[config.mk]
export PLATFORM = sky130hd
export DESIGN_NAME = ram_burst_ctrl
export DESIGN_NICKNAME = d
export VERILOG_FILES = /design/src/rtl/ram_burst_ctrl.sv
export SDC_FILE = /design/constraint.sdc
export NUM_CORES = 1
export LEC_CHECK = 0
export BUFFER_PORTS_ARGS = -buffer_cell sky130_fd_sc_hd__buf_4
export CORE_ASPECT_RATIO = 2
export CORE_UTILIZATION = 50
export CTS_CLUSTER_SIZE = 30
export DETAILED_ROUTE_END_ITERATION = 8
export PLACE_DENSITY = 0.9
export SYNTH_ARGS = -nofsm -noshare
export SYNTH_HDL_FRONTEND = slang
export SYNTH_SLANG_ARGS = --single-unit
[constraint.sdc]
create_clock -name clk_i -period 3 [get_ports clk_i]
set_input_delay 0.3 -clock clk_i [delete_from_list [all_inputs] [get_ports clk_i]]
set_output_delay 0.3 -clock clk_i [all_outputs]
set_load 0.02 [all_outputs]
[src/rtl/ram_burst_ctrl.sv]
// ram_burst_ctrl: burst read/write controller for a 256x32 single-port RAM with a 2-entry read buffer
`timescale 1ns/1ps
module ram_burst_ctrl #(
  parameter int ADDR_W = 8,
  parameter int DATA_W = 32,
  parameter int LEN_W  = 9
) (
  input  logic              clk_i,
  input  logic              rst_i,
  input  logic              req_valid_i,
  output logic              req_ready_o,
  input  logic              req_write_i,
  input  logic [ADDR_W-1:0] req_addr_i,
  input  logic [LEN_W-1:0]  req_len_i,
  input  logic              wr_valid_i,
  output logic              wr_ready_o,
  input  logic [DATA_W-1:0] wr_data_i,
  output logic              rd_valid_o,
  input  logic              rd_ready_i,
  output logic [DATA_W-1:0] rd_data_o,
  output logic              busy_o,
  output logic              done_o,
  output logic [ADDR_W-1:0] ram_addr_o,
  output logic [DATA_W-1:0] ram_din_o,
  output logic              ram_rw_o,
  input  logic [DATA_W-1:0] ram_dout_i
);
  typedef enum logic [1:0] {IDLE, WRITE, READ, DONE} state_t;
  state_t state_q, state_d;
  logic [ADDR_W-1:0] cur_addr_q, cur_addr_d;
  logic [LEN_W-1:0] remain_q, remain_d;
  logic inflight_q, inflight_d;
  logic [DATA_W-1:0] buf0_q, buf0_d, buf1_q, buf1_d;
  logic [1:0] cnt_q, cnt_d, occ, occ_left, cnt_mid;
  logic pop, issue;
  assign pop = rd_valid_o & rd_ready_i;
  assign occ = cnt_q + {1'b0, inflight_q};
  assign occ_left = occ - {1'b0, pop};
  assign cnt_mid = cnt_q - {1'b0, pop};
  assign issue = (state_q == READ) && (remain_q != '0) && (occ_left < 2'd2);
  assign req_ready_o = state_q == IDLE;
  assign wr_ready_o = state_q == WRITE;
  assign busy_o = state_q != IDLE;
  assign done_o = state_q == DONE;
  assign rd_valid_o = cnt_q != 2'd0;
  assign rd_data_o = buf0_q;
  assign ram_addr_o = cur_addr_q;
  assign ram_din_o = wr_data_i;
  assign ram_rw_o = (state_q == WRITE) && wr_valid_i;
  // Output FIFO: shift on pop, land the in-flight RAM word behind whatever remains
  always_comb begin
    buf0_d = pop ? buf1_q : buf0_q;
    buf1_d = buf1_q;
    if (inflight_q) begin
      if (cnt_mid == 2'd0) buf0_d = ram_dout_i;
      else buf1_d = ram_dout_i;
    end
    cnt_d = cnt_mid + {1'b0, inflight_q};
  end
  // Burst sequencing: address/length bookkeeping and state transitions
  always_comb begin
    state_d = state_q;
    cur_addr_d = cur_addr_q;
    remain_d = remain_q;
    inflight_d = issue;
    case (state_q)
      IDLE: if (req_valid_i) begin
        cur_addr_d = req_addr_i;
        remain_d = req_len_i;
        state_d = (req_len_i == '0) ? DONE : req_write_i ? WRITE : READ;
      end
      WRITE: if (wr_valid_i) begin
        cur_addr_d = cur_addr_q + ADDR_W'(1);
        remain_d = remain_q - LEN_W'(1);
        if (remain_q == LEN_W'(1)) state_d = DONE;
      end
      READ: begin
        if (issue) begin
          cur_addr_d = cur_addr_q + ADDR_W'(1);
          remain_d = remain_q - LEN_W'(1);
        end
        if (remain_q == '0 && !inflight_q && cnt_q == 2'd0) state_d = DONE;
      end
      DONE: state_d = IDLE;
    endcase
  end
  // State and datapath registers, cleared immediately by reset
  always_ff @(posedge clk_i or posedge rst_i) begin
    if (rst_i) begin
      state_q <= IDLE;
      cur_addr_q <= '0;
      remain_q <= '0;
      inflight_q <= 1'b0;
      cnt_q <= 2'd0;
      buf0_q <= '0;
      buf1_q <= '0;
    end else begin
      state_q <= state_d;
      cur_addr_q <= cur_addr_d;
      remain_q <= remain_d;
      inflight_q <= inflight_d;
      cnt_q <= cnt_d;
      buf0_q <= buf0_d;
      buf1_q <= buf1_d;
    end
  end
endmodule

Word-level counts from Yosys, hierarchy flattened
Index checks and enable logic that the tools add are counted.
Operators by class
  multiplexer cells: 18
  add/sub/neg operators: 6
  equal/unequal tests: 9
  reduce and logical (&&, ||, !) cells: 18
  bitwise gates (word level): 2
  order comparisons: 1
Operators with widths (count)
  $mux 32: 3
  $mux 9: 3
  $pmux 9 s3: 1
  $mux 8: 3
  $pmux 8 s3: 1
  $logic_not 9->1: 2
  $mux 2: 6
  $eq 9x1->1 const B: 1
  $reduce_bool 9->1: 1
  $sub 9x1->9 const B: 1
  $add 8x1->8 const B: 1
  $pmux 2 s4: 1
  $reduce_and 4->1: 2
  $logic_not 2->1: 3
  $ne 2x2->1 const B: 3
  $logic_and 1x1->1: 5
  $add 2x1->2: 2
  $eq 2x2->1 const B: 2
  $ne 2x1->1 const B: 2
  $reduce_bool 2->1: 2
  $sub 2x1->2: 2
  $reduce_bool 3->1: 1
  $eq 2x1->1 const B: 1
  $lt 2x2->1 const B: 1
  4 further kinds: 4
Word-level totals
  bits of input ports: 87
  word-level logic and storage cells: 61
  flip-flop bits (word level): 86

Longest topological paths before layout
Gate-level depths: netlist of the first run.
  depth after elaboration: 7
  depth in mapped cells: 8
  depth with buffers taken out: 7

Least setup slack after synthesis of the first run
Ideal clock, no wire load.
  path kind: register to register
  start point: register state_q[0]
  end point: register remain_q[8]
  setup slack: 1.031 ns
  cell stages (with the launch flop): 7
  required time: 2.875 ns
  arrival: 1.845 ns
  buffers on the path: 0
  cells stage by stage: dfrtp_1 inv_1 ha_1 nor2_1 a211oi_4 and2_1 mux2_2
RTL lines
  from (decl): RTL line 29  | state_t state_q, state_d;
  from (signal assigned): RTL line 98  | state_q <= state_d;
  $logic_not 2->1 (*)
  named net req_ready_o: RTL line 11  | output logic req_ready_o,
  $ne 2x2->1 (no line) or $reduce_bool 3->1 (tied branches)
  $reduce_and 4->1 (no line)
  to (signal assigned): RTL line 100  | remain_q <= remain_d;
  to (decl): RTL line 31  | logic [LEN_W-1:0] remain_q, remain_d;
The timed path passes the listed nets; every way through them passes the cells marked *.
A chain may end at the register's enable or synchronous reset.

Worst setup path after layout of the first run
  start point: register cnt_q[0]
  end point: register cur_addr_q[7], in the netlist ram_addr_o[7]
On the way
  longest elaborated chain between the ends: 7
Ends and longest elaborated chain
  from (decl): RTL line 34  | logic [1:0] cnt_q, cnt_d, occ, occ_left, cnt_mid;
  from (signal assigned): RTL line 102  | cnt_q <= cnt_d;
  parallel branches: the longest is 2 deep, another holds $add 2x1->2
  $sub 2x1->2 (*): RTL line 38  | assign occ_left = occ - {1'b0, pop};
  $lt 2x2->1 (*): RTL line 40  | assign issue = (state_q == READ) && (remain_q != '0) && (occ_left < 2'd2);
  $logic_and 1x1->1 (*): RTL line 40
  $ne 2x2->1 (no line) (*)
  $reduce_and 4->1 (no line) (*)
  to (signal assigned): RTL line 99  | cur_addr_q <= cur_addr_d;
  to (decl): RTL line 30  | logic [ADDR_W-1:0] cur_addr_q, cur_addr_d;
Every way passes the cells marked *.

==> impl_metrics.json, run 1 <==
{
  "power.density_nw_per_um2": 1210,
  "synth_top_family_by_area": "multiplexers",
  "fin_nets": 589,
  "wl_per_cell_um": 16.9,
  "synth_nets": 520,
  "drc": 0,
  "min_period_ns": 2.29,
  "synth_edf_count": 0,
  "post-route-util_pct": 61.8,
  "place_area_um2": 5030,
  "ios": 165,
  "path_buf_inv": 2,
  "synth_fa_ha_area_share_pct": 2.84,
  "fin_cells": 597,
  "ys_seq_elements": 86,
  "synth_area_leaders": "dfrtp_1 (49%), mux2_2 (8.4%), mux2i_1 (8.0%)",
  "fin_area_um2": 5310,
  "cpMaxStageDelayCell": "dfrtp_1",
  "syn_avg_cell_area_um2": 10.4,
  "seq_area_frac_synth_pct": 48.9,
  "cap_viol_max_count": 0,
  "grt-ovfl-total": 0,
  "synthCells": 423,
  "die_w_um": 68.3,
  "dieHeight_um": 135,
  "yosysTopAreaCell": "dfrtp_1",
  "hp-class": "in -> reg",
  "cp-start-kind": "register",
  "dpl.hpwl_um": 7160,
  "worst_slack_ns": 0.714,
  "dieArea_um2": 9200,
  "num_antenna_cells": 0,
  "std_cell_rows": 48,
  "grt_usage_pct": 23.5,
  "ys_warn_count": 0,
  "setup_violations": 0,
  "coreArea_um2": 8590,
  "tightest_slew_ns": 1.04,
  "finalCritPeriodShare_pct": 76.2,
  "synthXorXnorAreaFrac_pct": 0,
  "drt-total-wl_um": 10100,
  "post_cts_resized": 0,
  "cts-htree-levels": 3,
  "cp_data_arrival_time_ns": 2.53,
  "grt_pass1_wl_um": 16100,
  "yosysUniqueCellTypes": 44,
  "dr.pass1.iters": 5,
  "cts_buffers": 9,
  "slew-limit-headroom_pct": 30.3,
  "clkTransAtPathRegs_ns": 0.06,
  "peakVddDrop_v": 0.000887,
  "vias": 3473,
  "endpoint_kind": "register",
  "synth_area_um2": 4400,
  "cts_setup_buffers": 0,
  "drt_iter0_markers": 263,
  "power.leakage_nw": 2.61,
  "antenna_found_initial": 0,
  "antenna_left": 0,
  "synth_compound_area_share_pct": 12.4,
  "crit_fanout": 12,
  "start_util_pct": 51.2,
  "max_stage_delay_ns": 0.39,
  "finalHoldViolCount": 0,
  "muxShareOfSynthArea_pct": 16.4,
  "port_buffers": 100,
  "cts_buffer_depth": 2,
  "fin_setup_tns_ns": 0,
  "vias_per_cell": 5.82,
  "holdWs_ns": 0.175,
  "ctsRootBufferMaster": "clkbuf_16",
  "drv_slew": 0,
  "clkLatencyLatePin_ns": 0.33,
  "grt_pass1_vias": 3532,
  "synth-main-ff-cell": "dfrtp_1",
  "crit_type": "reg -> reg",
  "gp_congestion": 0.883,
  "critPathRequiredTime_ns": 3.24,
  "crit_chain": "nor2b_1 -> a21o_1 -> ha_1 -> nor3_1 -> o31ai_2 -> buf_4 -> and2_1 -> buf_4 -> a211oi_1",
  "status": "finished clean",
  "synth-simple-area-share_pct": 10.9,
  "yosysTopAreaCellShare_pct": 48.9,
  "rsz0062_at_grt": "false",
  "async_flop_share_pct": 100,
  "drive_above_1_share_pct": 33.4,
  "pre_cts_ws_ns": 0.738,
  "total_power_mw": 6.42,
  "area_growth_pct": 20.7,
  "cts_hold_buf": 0,
  "clock-skew-final_ns": 0.00533,
  "crit_top_cell": "buf_4",
  "dp_cells": 581,
  "grt_max_degree": 65,
  "cts_tree": "done",
  "cts_sinks": 86,
  "cp_top_family": "simple AND/OR/NAND/NOR gates",
  "fmaxAchievable_mhz": 438
}
final timing paths:
| kind | startpoint | endpoint | slack, ns | cells after the start |
|---|---|---|---|---|
| worst max-delay path | cnt_q[0] | ram_addr_o[7] | 0.71 | 9 |
| worst min-delay path | ram_dout_i[21] | rd_data_o[21] | 0.17 | 3 |
| worst max register to register | cnt_q[0] | ram_addr_o[7] | 0.71 | 9 |
| worst min register to register | buf1_q[4] | buf1_q[4] | 0.51 | 1 |
| max in group asynchronous | rst_i | rd_data_o[30] | 2.06 | 3 |
| min in group asynchronous | rst_i | buf1_q[18] | 0.19 | 2 |
placed cells by master, fill, tap and decap left out, types with 5 or more instances in the layout:
cell type / count
a21oi_1: 9
a31oi_1: 5
buf_4: 109
clkbuf_16: 9
dfrtp_1: 86
ha_1: 10
inv_1: 11
mux2_2: 33
mux2i_1: 35
nand2_1: 56
nand3_1: 10
nor2_1: 14
nor3_1: 6
o21ai_0: 49
o22ai_1: 7
routing by layer:
layer	routed length (um)	part of all wire (%)	track usage (%)
met5	0	0	0
met4	335	3.3	11.3
met3	577	5.7	7.18
met2	5550	55	40.0
met1	3660	36	25.2
registers in the layout, summed over array words and instances (netlist names):
register / count
buf1_q: 32
rd_data_o: 32
remain_q: 9
ram_addr_o: 8
cnt_q: 2
state_q: 2
inflight_q: 1
power breakdown:
| part | internal [mW] | total, mW | switching (mW) |
|---|---|---|---|
| combinational | 1.42 | 3.24 | 1.82 |
| clock | 0.583 | 1.03 | 0.442 |
| sequential | 1.75 | 2.16 | 0.406 |
kinds of logic after synthesis:
kind of cell / after synthesis
compound gates: 90
fa+ha+maj: 10
buf+inv: 63
flops: 86
mux: 68
simple gates: 106
cell usage after synthesis (2+ instances only):
library cell	number
nor2b_1	4
nor3_1	6
mux2_2	33
buf_4	36
a21oi_1	9
mux2i_1	35
a31oi_1	5
nand4_1	2
buf_2	5
o22ai_1	7
dfrtp_1	86
o21ai_0	49
a2bb2oi_1	4
clkbuf_1	9
ha_1	10
nand3_1	10
nor4_1	2
and3_1	2
nor2_1	14
o31ai_1	3
nand2_1	57
inv_1	12
and2_1	2
worst register-to-register path: stages, from the launching register on:
cell and delay [ns]:
dfrtp_1 0.39, nor2b_1 0.20, a21o_1 0.18, ha_1 0.19, nor3_1 0.38, o31ai_2 0.11
buf_4 0.19, and2_1 0.17, buf_4 0.19, a211oi_1 0.21
final cells by class:
| cell class | count | area [um^2] |
|---|---|---|
| fill | 705 | 3280 |
| sequential | 86 | 2150 |
| multi-input combinational | 274 | 1890 |
| timing repair buffer | 109 | 818 |
| clock buffer | 11 | 243 |
| tap | 100 | 125 |
| inverter | 12 | 46.3 |
| clock inverter | 5 | 35.0 |
(Power assumes the default switching activity.)
==> run 2, diff against run 1 <==
Settings changed: ABC_AREA from default to 1, CORE_UTILIZATION 50 to 45, PLACE_DENSITY 0.9 to 0.85.
Clock period 3 ns to 1.9 ns, I/O delays scaled along.
==> run 2 against run 1 <==
Core utilization shrank 4.7 points. Sequential power up 59%. Critical path depth grew 4. Die area grew 15%. Clock power grew 61%. Via count increased by 18%. Synthesized cell count grew 39%. Power up 67%. Clock skew hardly changed. Maximum frequency up 32%. Clock-buffer cell count grew 1. Largest cell class unchanged. Largest power group unchanged.
==> impl_metrics.json, run 2 <==
{
  "cts_buffer_depth": 2,
  "clock_power_share_pct": 15.4,
  "fmaxAchievable_mhz": 577,
  "hp-class": "in -> reg",
  "vias_per_cell": 5.13,
  "dpl.hpwl_um": 7930,
  "antenna_found_initial": 0,
  "drt_iter0_markers": 274,
  "ys_top_cells_by_count": "nand2_1 (167), dfrtp_1 (86), inv_1 (63), nor2_1 (55), o21ai_0 (38)",
  "drv_slew": 0,
  "clkTransAtPathRegs_ns": 0.06,
  "ys_warn_count": 0,
  "start_util_pct": 46.5,
  "port_buffers": 100,
  "gr-max-usage-layer": "met2",
  "ios": 165,
  "cts_sinks": 86,
  "die_w_um": 73.3,
  "rrSetupSlack_ns": 0.17,
  "min_period_ns": 1.73,
  "coreArea_um2": 9830,
  "cp-start-kind": "register",
  "synth_edf_count": 0,
  "drive_above_1_share_pct": 21.2,
  "synth_area_um2": 4570,
  "cpMaxStageDelayCell": "dfrtp_2",
  "power_switching_mw": 4.71,
  "synth_area_leaders": "dfrtp_1 (47%), nand2_1 (14%), buf_4 (6.1%)",
  "slew-limit-headroom_pct": 69.0,
  "async_flop_share_pct": 100,
  "globalRouteMet2Util_pct": 39.9,
  "clock-skew-final_ns": 0.00484,
  "vias": 4082,
  "setup_violations": 0,
  "synth.most_common_cell": "nand2_1",
  "grt_pass1_wl_um": 17900,
  "fin_nets": 758,
  "crit_fanout": 17,
  "use_met3_pct": 4.53,
  "yosysTopAreaCellShare_pct": 47.1,
  "clkLatencyLatePin_ns": 0.33,
  "fin_setup_tns_ns": 0,
  "grt_pass1_vias": 3963,
  "endpoint_kind": "register",
  "grt_max_degree": 87,
  "fillers": 907,
  "yosysUniqueCellTypes": 28,
  "dieArea_um2": 10600,
  "status": "finished clean",
  "drc": 0,
  "finalCritPeriodShare_pct": 91.2,
  "tightest_slew_ns": 0.464,
  "cap_viol_max_count": 0,
  "yosysTopAreaCell": "dfrtp_1",
  "wl_per_cell_um": 13.9,
  "crit_type": "reg -> reg",
  "regArea_um2": 2150,
  "cts_buffers": 9,
  "final_cell_mix": "nand2_1 (167), buf_4 (110), dfrtp_1 (85)",
  "layout_commonest_cell": "nand2_1",
  "drt-total-wl_um": 11100,
  "antenna_left": 0,
  "cts_tree": "done",
  "num_antenna_cells": 0,
  "switching_share_pct": 43.8,
  "cts-htree-levels": 3,
  "pwr-share-comb_pct": 52.7,
  "grt_usage_pct": 22.1,
  "cp_data_arrival_time_ns": 2.00,
  "synth-main-ff-cell": "dfrtp_1",
  "rsz0062_at_grt": "false",
  "grt-ovfl-total": 0,
  "area_growth_pct": 22.8,
  "power.density_nw_per_um2": 1920,
  "seqPwrFrac_pct": 31.9,
  "crit_top_cell": "nand2_1",
  "critPathRequiredTime_ns": 2.17,
  "peakVddDrop_v": 0.00147,
  "power.leakage_nw": 2.97,
  "ctsRootBufferMaster": "clkbuf_16",
  "finalHoldViolCount": 0,
  "seq_area_frac_synth_pct": 47.1,
  "crit_chain": "nor2_4 -> nor2_4 -> nand2_1 -> nand2_2 -> ha_1 -> inv_1 -> nand2_1 -> nand2_1 -> nand2_2 -> nand2_4 -> buf_12 -> nand3_1 -> nand2_1",
  "syn_avg_cell_area_um2": 7.76,
  "dieHeight_um": 145,
  "ys_seq_elements": 86,
  "std_cell_rows": 51,
  "multiInputGateArea_um2": 1820,
  "post-route-util_pct": 57.2,
  "max_stage_delay_ns": 0.44,
  "met1_usage_pct": 23.5,
  "gp_congestion": 0.797,
  "synthCells": 589,
  "dr.pass1.iters": 4,
  "synth_nets": 686,
  "intPower_mw": 6.04
}
==> run 2: cell types whose count changed in the layout (fill, tap and decap cells not counted), moves of 6 or more <==
cell and delta:
mux2_2 -33, nor2_1 +41, mux2i_1 -35, o22ai_1 +10, o21ai_1 +25, nand2_1 +111, o21ai_0 -11, nand3_1 +23
nor3_1 -6, a31oi_1 +11, buf_12 +6, inv_1 +51
==> run 2: cell families after synthesis <==
group	share of synthesized area (%)
simple gates	23.7
flops	47.1
buf+inv	13.5
compound gates	12.7
fa+ha+maj	2.74
xor+xnor	0.383
==> run 2: timing repair <==
item                                   in CTS  in global routing
endpoints found under the hold margin      14                  0
setup buffers                               0                  4
hold buffers                                1                  0
setup endpoints to repair                   0                 17
resized for setup                           0                  3
==> run 2: worst paths after layout <==
kind	startpoint	end	cells past startpoint
worst max register to register	cnt_q[0]	ram_addr_o[7]	13
worst max-delay path	cnt_q[0]	ram_addr_o[7]	13
worst min-delay path	ram_dout_i[13]	buf1_q[13]	3
worst min register to register	buf1_q[24]	buf1_q[24]	2
min in group asynchronous	rst_i	state_q[0]	4
max in group asynchronous	rst_i	cnt_q[0]	4
==> run 2: layer usage <==
layer | up-vias | wire length (um)
li1 | 1990 | -
met1 | 1893 | 4150
met5 | - | 0
met3 | 38 | 562
met4 | 0 | 354
met2 | 161 | 6000
==> run 2: layout make-up <==
cell class / count / share of cell area [%]
flip-flops and latches: 86 / 38.3
multi-input cells: 382 / 32.5
repair buffers: 117 / 17.0
clock buffers: 12 / 4.21
inverters: 65 / 4.41
clock inverters: 2 / 0.624
well taps: 132 / 2.94
==> run 2: metrics by stage <==
| step | area, um^2 | cells | hold WS, ns | setup slack (ns) | power, mW |
|---|---|---|---|---|---|
| 5_1_grt | 5620 | 796 | 0.120 | 0.00980 | 11.6 |
| 6_report | 5620 | 796 | 0.117 | 0.168 | 10.8 |
| 3_3_place_gp | 5280 | 777 | 0.344 | 0.195 | 8.66 |
| 3_5_place_dp | 5280 | 777 | 0.361 | 0.0807 | 8.98 |
| 2_1_floorplan | 4580 | 589 | 0.320 | 0.164 | 7.14 |
| 4_1_cts | 5560 | 792 | 0.101 | 0.0706 | 10.7 |
==> run 2: power by group through the flow <==
stage	combinational [mW]	clock, mW	sequential [mW]
2_1_floorplan	3.32	0	3.81
4_1_cts	5.58	1.70	3.41
3_5_place_dp	5.56	0	3.43
6_report	5.67	1.66	3.43
5_1_grt	6.32	1.77	3.54
3_3_place_gp	5.29	0	3.37
==> run 2: critical path: cells and delay by family (launching register included) <==
family,cells,cell delay [ns]
buf+inv,2,0.21
flops,1,0.44
fa+ha+maj,1,0.20
simple gates,10,0.81
